## src/rtl/ps2_rx_fifo_if.sv

```systemverilog
`default_nettype none
`timescale 1ns/1ps
// ============================================================================
// Module   : ps2_rx_fifo_if
// Brief    : Read-side bus between the PS/2 receive FIFO and its consumer.
// Revision : 1.0 - initial release
// ============================================================================
interface ps2_rx_fifo_if #(
  parameter int ADDR_W = 3
);
  logic              rd;
  logic              clr_err;
  logic [7:0]        data_out;
  logic              ready;
  logic [ADDR_W:0]   count;
  logic              parity_err;
  logic              frame_err;
  logic              overflow;

  // master: the consumer (Wishbone slave); slave: the receive FIFO
  modport master (
    output rd, clr_err,
    input  data_out, ready, count, parity_err, frame_err, overflow
  );
  modport slave (
    input  rd, clr_err,
    output data_out, ready, count, parity_err, frame_err, overflow
  );
endinterface
`default_nettype wire

```

## src/rtl/ps2_rx_fifo.sv

```systemverilog
`default_nettype none
`timescale 1ns/1ps
// ============================================================================
// Module   : ps2_rx_fifo
// Brief    : PS/2 device-to-host receiver with pin filtering, frame/parity
//            checking and a first-word fall-through scan-code FIFO.
// Revision : 1.0 - initial release
// ============================================================================
module ps2_rx_fifo #(
  parameter int FIFO_DEPTH  = 8,
  parameter int ADDR_W      = 3,
  parameter int FILTER_LEN  = 4,
  parameter int TIMEOUT_CYC = 100000
) (
  input  wire logic       clk,
  input  wire logic       rst,
  input  wire logic       PS2_clk,
  input  wire logic       PS2_Data,
  ps2_rx_fifo_if.slave    bus
);

  localparam int c_flt_w = (FILTER_LEN > 2) ? $clog2(FILTER_LEN) : 1;
  localparam int c_tmo_w = $clog2(TIMEOUT_CYC);
  localparam logic [c_flt_w-1:0] c_flt_max = c_flt_w'(FILTER_LEN - 1);
  localparam logic [c_tmo_w-1:0] c_tmo_max = c_tmo_w'(TIMEOUT_CYC - 1);
  localparam logic [ADDR_W:0]    c_depth   = (ADDR_W + 1)'(FIFO_DEPTH);

  typedef enum logic [2:0] {
    S_IDLE     = 3'd0,
    S_START_OK = 3'd1,
    S_DATA     = 3'd2,
    S_PARITY   = 3'd3,
    S_STOP     = 3'd4
  } state_t;

  logic               r_clk_s1, r_clk_s2, r_dat_s1, r_dat_s2;
  logic               r_clk_f, r_fall;
  logic [c_flt_w-1:0] r_flt_cnt;

  state_t             r_state, w_state_nxt;
  logic [2:0]         r_bit_cnt;
  logic [7:0]         r_shreg;
  logic               r_par;
  logic [c_tmo_w-1:0] r_tcnt;
  logic               r_push;

  logic               w_shift, w_bit_clr, w_par_ld, w_push_req, w_set_pe, w_set_fe;

  logic [7:0]         r_mem [FIFO_DEPTH];
  logic [ADDR_W-1:0]  r_wr_ptr, r_rd_ptr;
  logic [ADDR_W:0]    r_cnt;
  logic               r_pe, r_fe, r_ov;
  logic               w_do_pop, w_do_push, w_drop;

  // Filtered clock moves only once the synchronised pin has disagreed with it
  // for FILTER_LEN consecutive samples; fall is registered alongside it.
  always_ff @(posedge clk or negedge rst) begin
    if (!rst) begin
      r_clk_s1  <= 1'b1;
      r_clk_s2  <= 1'b1;
      r_dat_s1  <= 1'b1;
      r_dat_s2  <= 1'b1;
      r_clk_f   <= 1'b1;
      r_fall    <= 1'b0;
      r_flt_cnt <= '0;
    end else begin
      r_clk_s1 <= PS2_clk;
      r_clk_s2 <= r_clk_s1;
      r_dat_s1 <= PS2_Data;
      r_dat_s2 <= r_dat_s1;
      r_fall   <= 1'b0;
      if (r_clk_s2 != r_clk_f) begin
        if (r_flt_cnt == c_flt_max) begin
          r_clk_f   <= r_clk_s2;
          r_fall    <= r_clk_f;
          r_flt_cnt <= '0;
        end else begin
          r_flt_cnt <= r_flt_cnt + 1'b1;
        end
      end else begin
        r_flt_cnt <= '0;
      end
    end
  end

  always_ff @(posedge clk or negedge rst) begin
    if (!rst) r_state <= S_IDLE;
    else      r_state <= w_state_nxt;
  end

  always_comb begin
    w_state_nxt = r_state;
    w_shift     = 1'b0;
    w_bit_clr   = 1'b0;
    w_par_ld    = 1'b0;
    w_push_req  = 1'b0;
    w_set_pe    = 1'b0;
    w_set_fe    = 1'b0;
    if (r_state != S_IDLE && r_tcnt == c_tmo_max) begin
      w_state_nxt = S_IDLE;
      w_set_fe    = 1'b1;
    end else if (r_fall) begin
      case (r_state)
        S_IDLE: begin
          if (!r_dat_s2) begin
            w_state_nxt = S_START_OK;
            w_bit_clr   = 1'b1;
          end
        end
        S_START_OK, S_DATA: begin
          w_shift     = 1'b1;
          w_state_nxt = (r_bit_cnt == 3'd7) ? S_PARITY : S_DATA;
        end
        S_PARITY: begin
          w_par_ld    = 1'b1;
          w_state_nxt = S_STOP;
        end
        S_STOP: begin
          w_state_nxt = S_IDLE;
          if (!r_dat_s2)               w_set_fe   = 1'b1;
          else if (^r_shreg ^ r_par)   w_push_req = 1'b1;
          else                         w_set_pe   = 1'b1;
        end
        default: w_state_nxt = S_IDLE;
      endcase
    end
  end

  always_ff @(posedge clk or negedge rst) begin
    if (!rst) begin
      r_bit_cnt <= '0;
      r_shreg   <= '0;
      r_par     <= 1'b0;
      r_tcnt    <= '0;
      r_push    <= 1'b0;
    end else begin
      if (w_bit_clr)    r_bit_cnt <= '0;
      else if (w_shift) r_bit_cnt <= r_bit_cnt + 1'b1;
      if (w_shift)  r_shreg <= {r_dat_s2, r_shreg[7:1]};
      if (w_par_ld) r_par   <= r_dat_s2;
      if (w_state_nxt == S_IDLE || r_fall) r_tcnt <= '0;
      else                                 r_tcnt <= r_tcnt + 1'b1;
      r_push <= w_push_req;
    end
  end

  // A pop in the same cycle frees the slot, so a push into a full FIFO is kept.
  assign w_do_pop  = bus.rd && (r_cnt != '0);
  assign w_do_push = r_push && ((r_cnt != c_depth) || w_do_pop);
  assign w_drop    = r_push && !w_do_push;

  always_ff @(posedge clk) begin
    if (w_do_push) r_mem[r_wr_ptr] <= r_shreg;
  end

  always_ff @(posedge clk or negedge rst) begin
    if (!rst) begin
      r_wr_ptr <= '0;
      r_rd_ptr <= '0;
      r_cnt    <= '0;
      r_pe     <= 1'b0;
      r_fe     <= 1'b0;
      r_ov     <= 1'b0;
    end else begin
      if (w_do_push) r_wr_ptr <= r_wr_ptr + 1'b1;
      if (w_do_pop)  r_rd_ptr <= r_rd_ptr + 1'b1;
      case ({w_do_push, w_do_pop})
        2'b10:   r_cnt <= r_cnt + 1'b1;
        2'b01:   r_cnt <= r_cnt - 1'b1;
        default: r_cnt <= r_cnt;
      endcase
      if (w_set_pe)         r_pe <= 1'b1;
      else if (bus.clr_err) r_pe <= 1'b0;
      if (w_set_fe)         r_fe <= 1'b1;
      else if (bus.clr_err) r_fe <= 1'b0;
      if (w_drop)           r_ov <= 1'b1;
      else if (bus.clr_err) r_ov <= 1'b0;
    end
  end

  assign bus.ready      = (r_cnt != '0);
  assign bus.data_out   = (r_cnt != '0) ? r_mem[r_rd_ptr] : 8'h00;
  assign bus.count      = r_cnt;
  assign bus.parity_err = r_pe;
  assign bus.frame_err  = r_fe;
  assign bus.overflow   = r_ov;

endmodule
`default_nettype wire
```

## src/flat_wrapper.sv

```systemverilog
// flat-port wrapper written by rule: the top's interface ports become plain ports
module ps2_rx_fifo_flat 
#(
  parameter int FIFO_DEPTH  = 8,
  parameter int ADDR_W      = 3,
  parameter int FILTER_LEN  = 4,
  parameter int TIMEOUT_CYC = 100000
)
  (clk, rst, PS2_clk, PS2_Data, bus_rd, bus_clr_err, bus_data_out, bus_ready, bus_count, bus_parity_err, bus_frame_err, bus_overflow);
  ps2_rx_fifo_if #(.ADDR_W(ADDR_W)) bus_i ();
  input  wire logic clk;
  input  wire logic rst;
  input  wire logic PS2_clk;
  input  wire logic PS2_Data;
  input wire logic [$bits(bus_i.rd)-1:0] bus_rd;
  input wire logic [$bits(bus_i.clr_err)-1:0] bus_clr_err;
  output wire logic [$bits(bus_i.data_out)-1:0] bus_data_out;
  output wire logic [$bits(bus_i.ready)-1:0] bus_ready;
  output wire logic [$bits(bus_i.count)-1:0] bus_count;
  output wire logic [$bits(bus_i.parity_err)-1:0] bus_parity_err;
  output wire logic [$bits(bus_i.frame_err)-1:0] bus_frame_err;
  output wire logic [$bits(bus_i.overflow)-1:0] bus_overflow;
  assign bus_i.rd = bus_rd;
  assign bus_i.clr_err = bus_clr_err;
  assign bus_data_out = bus_i.data_out;
  assign bus_ready = bus_i.ready;
  assign bus_count = bus_i.count;
  assign bus_parity_err = bus_i.parity_err;
  assign bus_frame_err = bus_i.frame_err;
  assign bus_overflow = bus_i.overflow;
  ps2_rx_fifo #(.FIFO_DEPTH(FIFO_DEPTH), .ADDR_W(ADDR_W), .FILTER_LEN(FILTER_LEN), .TIMEOUT_CYC(TIMEOUT_CYC)) u_core (.clk(clk), .rst(rst), .PS2_clk(PS2_clk), .PS2_Data(PS2_Data), .bus(bus_i));
endmodule
```

## config.mk

```make
export PLATFORM = sky130hd
export DESIGN_NAME = ps2_rx_fifo_flat
export DESIGN_NICKNAME = d
export VERILOG_FILES = /design/src/rtl/ps2_rx_fifo_if.sv /design/src/rtl/ps2_rx_fifo.sv /design/src/flat_wrapper.sv
export SDC_FILE = /design/constraint.sdc
export NUM_CORES = 1
export LEC_CHECK = 0
export ABC_AREA = 0
export ABC_CLOCK_PERIOD_IN_PS = 5480
export BUFFER_PORTS_ARGS = -buffer_cell sky130_fd_sc_hd__buf_2
export CAP_MARGIN = 10
export CORE_UTILIZATION = 55
export DETAILED_ROUTE_END_ITERATION = 8
export PLACE_DENSITY = 0.72
export SETUP_SLACK_MARGIN = 0.3
export SYNTH_ARGS = -nofsm -noshare
export SYNTH_HDL_FRONTEND = slang
export SYNTH_SLANG_ARGS = --single-unit
```

## constraint.sdc

```tcl
create_clock -name clk -period 5.48 [get_ports clk]
set_input_delay 0.548 -clock clk [delete_from_list [all_inputs] [get_ports clk]]
set_output_delay 0.548 -clock clk [all_outputs]
set_load 0.01 [all_outputs]
```

# --- Yosys cells after proc, flatten, opt, wreduce, memory -nomap -nowiden ---
# Memory sizes are Yosys's and may differ from the RTL's.
# Index checks and enable logic that the tools add are counted.
totals:
  regBits: 54
  ram_bits: 64
  inputBits: 6
  mem_count: 1
memory_table:
  columns: ["memory", "words", "width", "rd", "rd_clocked_by_memory_dff", "write_ports", "line", "source"]
  rows:
  - ["u_core.r_mem", 8, 8, 1, 0, 1, "ps2_rx_fifo.sv:49", "logic [7:0] r_mem [FIFO_DEPTH];"]
classes:
  n_addsub: 7
  n_eq_ne: 11
  n_mux: 43
  bitwise: 1
  reduce_logical: 19
op_table:
  columns: ["operator", "n"]
  rows:
  - ["2-to-1 mux 1 bit", 32]
  - ["adder 17 x 1 -> 17 bit (second input constant)", 1]
  - ["== test 17 bit (second input constant)", 1]
  - ["2-to-1 mux 17 bit", 1]
  - ["2-to-1 mux 3 bit", 5]
  - ["nonzero test 2 bit", 5]
  - ["adder 3 x 1 -> 3 bit (second input constant)", 3]
  - ["one-hot mux 3 bit (3 select lines)", 1]
  - ["2-to-1 mux 8 bit", 1]
  - ["one-hot mux 4 bit (2 select lines)", 1]
  - ["parity 8 bit", 1]
  - ["== test 3 x 2 -> 1 bit (second input constant)", 2]
  - ["== test 3 bit (second input constant)", 2]
  - ["logical NOT 3 bit", 2]
  - ["adder 4 x 1 -> 4 bit (second input constant)", 1]
  - ["== test 2 bit (second input constant)", 2]
  - ["logical AND 1 bit", 4]
  - ["2-to-1 mux 2 bit", 2]
  - ["!= test 4 bit (second input constant)", 1]
  - ["nonzero test 4 bit", 1]
  - ["subtractor 4 x 1 -> 4 bit (second input constant)", 1]
  - ["== test 3 x 1 -> 1 bit (second input constant)", 1]
  - ["nonzero test 3 bit", 1]
  - ["adder 2 x 1 -> 2 bit (second input constant)", 1]
  - ["other kinds (7)", 8]

# --- Depth between registers and ports, before layout ---
logic_depth:
  ltp_word: 8
  mapped_depth: 12

# --- Worst setup path after synthesis ---
# OpenSTA, ideal clock, no wires.
synth_timing:
  path_kind: "register -> register"
  start: "register u_core.r_cnt[1] (netlist: u_core.bus.count[1])"
  end: "register u_core.r_cnt[2] (netlist: u_core.bus.count[2])"
  setup_ps: 131
  t_arrival_ps: 2490
  t_required_ps: 5349
  path_slack_ps: 2858
  stages_incl_launch_ff: 11
  path_buffers: 1
  period_less_slack_ps: 2622
  cell_sequence: "dfrtp_1 > clkbuf_1 > nor4_2 > nor2b_1 > ha_1 > xor2_1 > ha_1 > a21oi_1 > xor2_1 > nor2_1 > xor2_1"
synth_via:
  elab_chain_cells: 6
  word_cells_on_any_way: 11
  classes_between: "add/sub: 2; eq/ne: 3; mux: 1; reduce/logical: 5"
synth_rtl:
  columns: ["element", "line", "source"]
  rows:
  - ["start: declaration", "ps2_rx_fifo.sv:51", "logic [ADDR_W:0] r_cnt;"]
  - ["start signal: assignment", "ps2_rx_fifo.sv:168", "2'b10: r_cnt <= r_cnt + 1'b1;"]
  - ["start signal: assignment", "ps2_rx_fifo.sv:169", "2'b01: r_cnt <= r_cnt - 1'b1;"]
  - ["start signal: assignment", "ps2_rx_fifo.sv:170", "default: r_cnt <= r_cnt;"]
  - ["nonzero test 4 bit (*)", "ps2_rx_fifo.sv:148", "assign w_do_pop = bus.rd && (r_cnt != '0);"]
  - ["logical AND 1 bit (*)", "ps2_rx_fifo.sv:148", null]
  - ["net u_core.w_do_pop", "ps2_rx_fifo.sv:53", "logic w_do_pop, w_do_push, w_drop;"]
  - ["logical OR 1 bit", "ps2_rx_fifo.sv:149", "assign w_do_push = r_push && ((r_cnt != c_depth) || w_do_pop);"]
  - ["logical AND 1 bit", "ps2_rx_fifo.sv:149", null]
  - ["== test 2 x 1 -> 1 bit or == test 2 bit (tied branches)", "ps2_rx_fifo.sv:167", "case ({w_do_push, w_do_pop})"]
  - ["one-hot mux 4 bit (2 select lines) or nonzero test 2 bit (tied branches)", null, null]
# Mark *: on every way through the listed nets, which the timed path passes. The rest lies on a longest branch.
# A chain may end at the register's enable or synchronous reset.

# --- Final worst setup path ---
layout_timing:
  start: "register u_core.r_rd_ptr[0]"
  end: "output bus_data_out[1]"
layout_via:
  elab_chain_cells: 2
layout_rtl:
  columns: ["element", "line", "source"]
  rows:
  - ["start: declaration", "ps2_rx_fifo.sv:50", "logic [ADDR_W-1:0] r_wr_ptr, r_rd_ptr;"]
  - ["start signal: assignment", "ps2_rx_fifo.sv:166", "if (w_do_pop) r_rd_ptr <= r_rd_ptr + 1'b1;"]
  - ["memory (8 x 8 bit)", null, null]
  - ["2-to-1 mux 8 bit", "ps2_rx_fifo.sv:182", "assign bus.data_out = (r_cnt != '0) ? r_mem[r_rd_ptr] : 8'h00;"]
  - ["end: declaration", "flat_wrapper.sv:17", "output wire logic [$bits(bus_i.data_out)-1:0] bus_data_out;"]
# No other way between the ends.

==> results.md <==
- Final Critical Period: 3.19 ns
- Crit path launch: u_core.r_rd_ptr[0]
- Post-DP HPWL: 5310 um
- Clock power frac: 39.5%
- Hold slack: 0.138 ns
- Drt first pass iters: 6
- P_sw: 685 uW
- WP data required: 4.93 ns
- Layout area overhead: 13.9%
- Die H: 97.7 um
- RSZ-0062 raised after global routing: no
- Initial antenna violation count: 0
- Congestion Overflow GR: 0
- Io pins: 22
- Post-synthesis async set-or-reset flop share: 45.8%
- Max-cap violations: 0
- Final Setup Violations: 0
- Fmax: 313 MHz
- Synth Cell Area: 5040 sq um
- Ys flop type: edfxtp_1
- Combinational share of power: 13.5%
- Leak pwr: 2.23 nW
- HP Start: PS2_clk
- Final critical-path share of the clock period: 58.2%
- CTS Root Cell: clkbuf_8
- First-pass GRT wire length: 14000 um
- Pre-CTS setup slack: 2.47 ns
- Yosys Warn Count: 0
- CTS tree: built
- Later-pin clock latency in the skew report: 0.51 ns
- Post-DRT Antenna Nets: 0
- Status: finished, violations left
- Crit path largest cell delay: 1.10 ns
- Initial Util: 57.2%
- Cell Int Power: 1.73 mW
- Die ar.: 9550 sq um
- Num CTS Buffers: 17
- Worst-case clock buffer depth: 2
- CTS hold repair buffers: 0
- Sequential power share: 47.1%
- Final TNS setup: 0 ns
- Setup ws final: 2.29 ns
- WL final: 8190 um
- Syn Inst Count: 339
- ANT cells: 0
- Die Width: 97.7 um
- Core Rows: 34
- Critical Path Fanout Max: 18
- Slew margin rel.: 23.5%
- Largest net degree at the start of global routing: 55
- Worst hold path class: in -> reg
- Number of global-route vias before repair: 2771
- Share of layout cells above drive strength 1: 24.4%
- Post-route DRC: 4
- Most common cell after layout, fill and taps aside: edfxtp_1
- GP Congestion: 0.795
- Startpoint types: register
- Vias: 2738
- Syn_area_per_cell: 14.9 sq um
- CP arrival: 2.64 ns
- Post-layout util: 65.2%
- Drt wl/cell: 16.6 um
- Gr usage total: 19.3%
- Net Sw Frac: 28.4%
- Crit-path leading delay family: flip-flops
- Pwr/cell area: 420 nW/um^2
- Clock sinks: 118
- Post-CTS resize count: 0
- Clock transition at path regs: 0.06 ns
- Distinct cell type count after synthesis: 46
- Worst VDD drop: 0.000242 V
- Failing checks: design-rule violations
- H-Tree Depth: 4
- Overall Power: 2.41 mW
- WS Path Type: reg -> out
- Skew final: 0.00478 ns
- Post-synth EDFFs: 64
- Worst path slowest cell: dfrtp_1
- Via/cell ratio: 5.55
- Flops & latches, synth: 118
- R2r startpoint: u_core.bus.count[1]
- Post-synthesis sequential area ratio: 65.1%
- Port buffer count: 21
- CP Buf/Inv Count: 1
- Final hold viol count: 0
- Setup Fix Bufs, Post-CTS: 0
- Core ar.: 8810 sq um
- Initial drt markers: 192
- Critical path endpoint category: output pin
- Syn_nets: 354
- Crit-path cells: mux4_2 > mux2i_1 > nor2_1 > buf_2
- Nets: 387
- Most frequent cells in the layout: edfxtp_1 (64), dfrtp_1 (49), nor2_1 (46), buf_2 (21), nand2_1 (19)
- Tightest Pin Transition: 1.15 ns
- Final Slew Violations: 0
[path summary, 6_finish.rpt]
kind / to / cells past startpoint / slack, ns
min reg2reg: u_core.r_dat_s2 / 0 / 0.35
max in group asynchronous: u_core.r_tcnt[4] / 2 / 4.87
max: bus_data_out[1] / 4 / 2.29
max reg2reg: u_core.bus.count[2] / 9 / 2.49
min: u_core.r_clk_s1 / 1 / 0.14
min in group asynchronous: u_core.r_flt_cnt[0] / 2 / 0.16
[synth_stat cells, drive strengths merged (2+ instances only)]
library cell / count / share of area, %
inv: 7 / 0.52
nor2b: 2 / 0.25
mux2: 12 / 2.7
nand2b: 5 / 0.62
and3: 2 / 0.25
nor3: 8 / 0.79
clkbuf: 5 / 0.77
nand3: 6 / 0.60
or4b: 2 / 0.47
dfrtp: 49 / 24
dfstp: 5 / 2.6
a21oi: 4 / 0.40
edfxtp: 64 / 38
mux2i: 10 / 2.0
buf: 6 / 0.94
xor2: 16 / 2.8
xnor2: 18 / 3.1
nor4: 3 / 0.50
a211oi: 2 / 0.30
nand4b: 2 / 0.35
mux4: 16 / 7.1
ha: 9 / 2.2
o21ai: 4 / 0.40
nor2: 46 / 3.4
nand4: 3 / 0.37
nand2: 19 / 1.4
[routing by layer]
metal	global-route usage, %	up-vias	part of all wire (%)
met5	0	-	0
met2	31.5	52	51
met4	9.09	0	1.2
met3	4.08	10	3.2
li1	-	1303	-
met1	25.1	1373	45
[logic make-up (layout without fill, tap and decap cells)]
group | Yosys count | count (layout) | synth area share, %
buf+inv | 18 | 64 | 2.23
simple gates | 108 | 108 | 11.0
xor+xnor | 34 | 34 | 5.91
mux | 38 | 38 | 11.8
fa+ha+maj | 9 | 9 | 2.23
flops | 118 | 118 | 65.1
compound gates | 14 | 14 | 1.79
[worst reg2reg max path, stage by stage (launching register included)]
cell and delay [ns]:
dfrtp_1 0.47, nor4_2 0.91, nor2b_1 0.29, ha_1 0.34, xor2_1 0.16, ha_1 0.19
a21oi_1 0.14, xor2_1 0.16, nor2_1 0.06, xor2_1 0.14
[cell type report]
class                   count  area, sq um
repair buffers             25          135
flip-flops and latches    118         3280
multi-input cells         203         1650
clock buffers              17          414
fillers                   598         3060
clock inverters            15          105
well taps                 108          135
inverters                   7         26.3
[metrics by stage]
step                      instance area [sq um]  instances
after floorplan                            5040        339
after global placement                     5220        460
after detailed placement                   5220        460
after CTS                                  5740        492
after global routing                       5740        493
final                                      5740        493
[sequential cells by signal, summed over array words and instances (netlist names), 2 cells and up]
| name | count |
|---|---|
| u_core.r_wr_ptr | 3 |
| u_core.r_shreg | 8 |
| u_core.bus.count | 4 |
| u_core.r_bit_cnt | 3 |
| u_core.r_tcnt | 17 |
| u_core.r_rd_ptr | 3 |
| u_core.r_mem | 64 |
| u_core.r_flt_cnt | 2 |
| u_core.r_state | 3 |
[power groups by stage]
| stage | combinational, mW | sequential, mW | clock [mW] |
|---|---|---|---|
| global route | 0.361 | 1.16 | 1.01 |
| CTS | 0.331 | 1.14 | 0.972 |
| floorplan | 0.360 | 1.05 | 0 |
| finish | 0.325 | 1.14 | 0.952 |
| detailed placement | 0.328 | 1.16 | 0 |
| global placement | 0.320 | 1.15 | 0 |
Power figures use the tool's default switching activity.
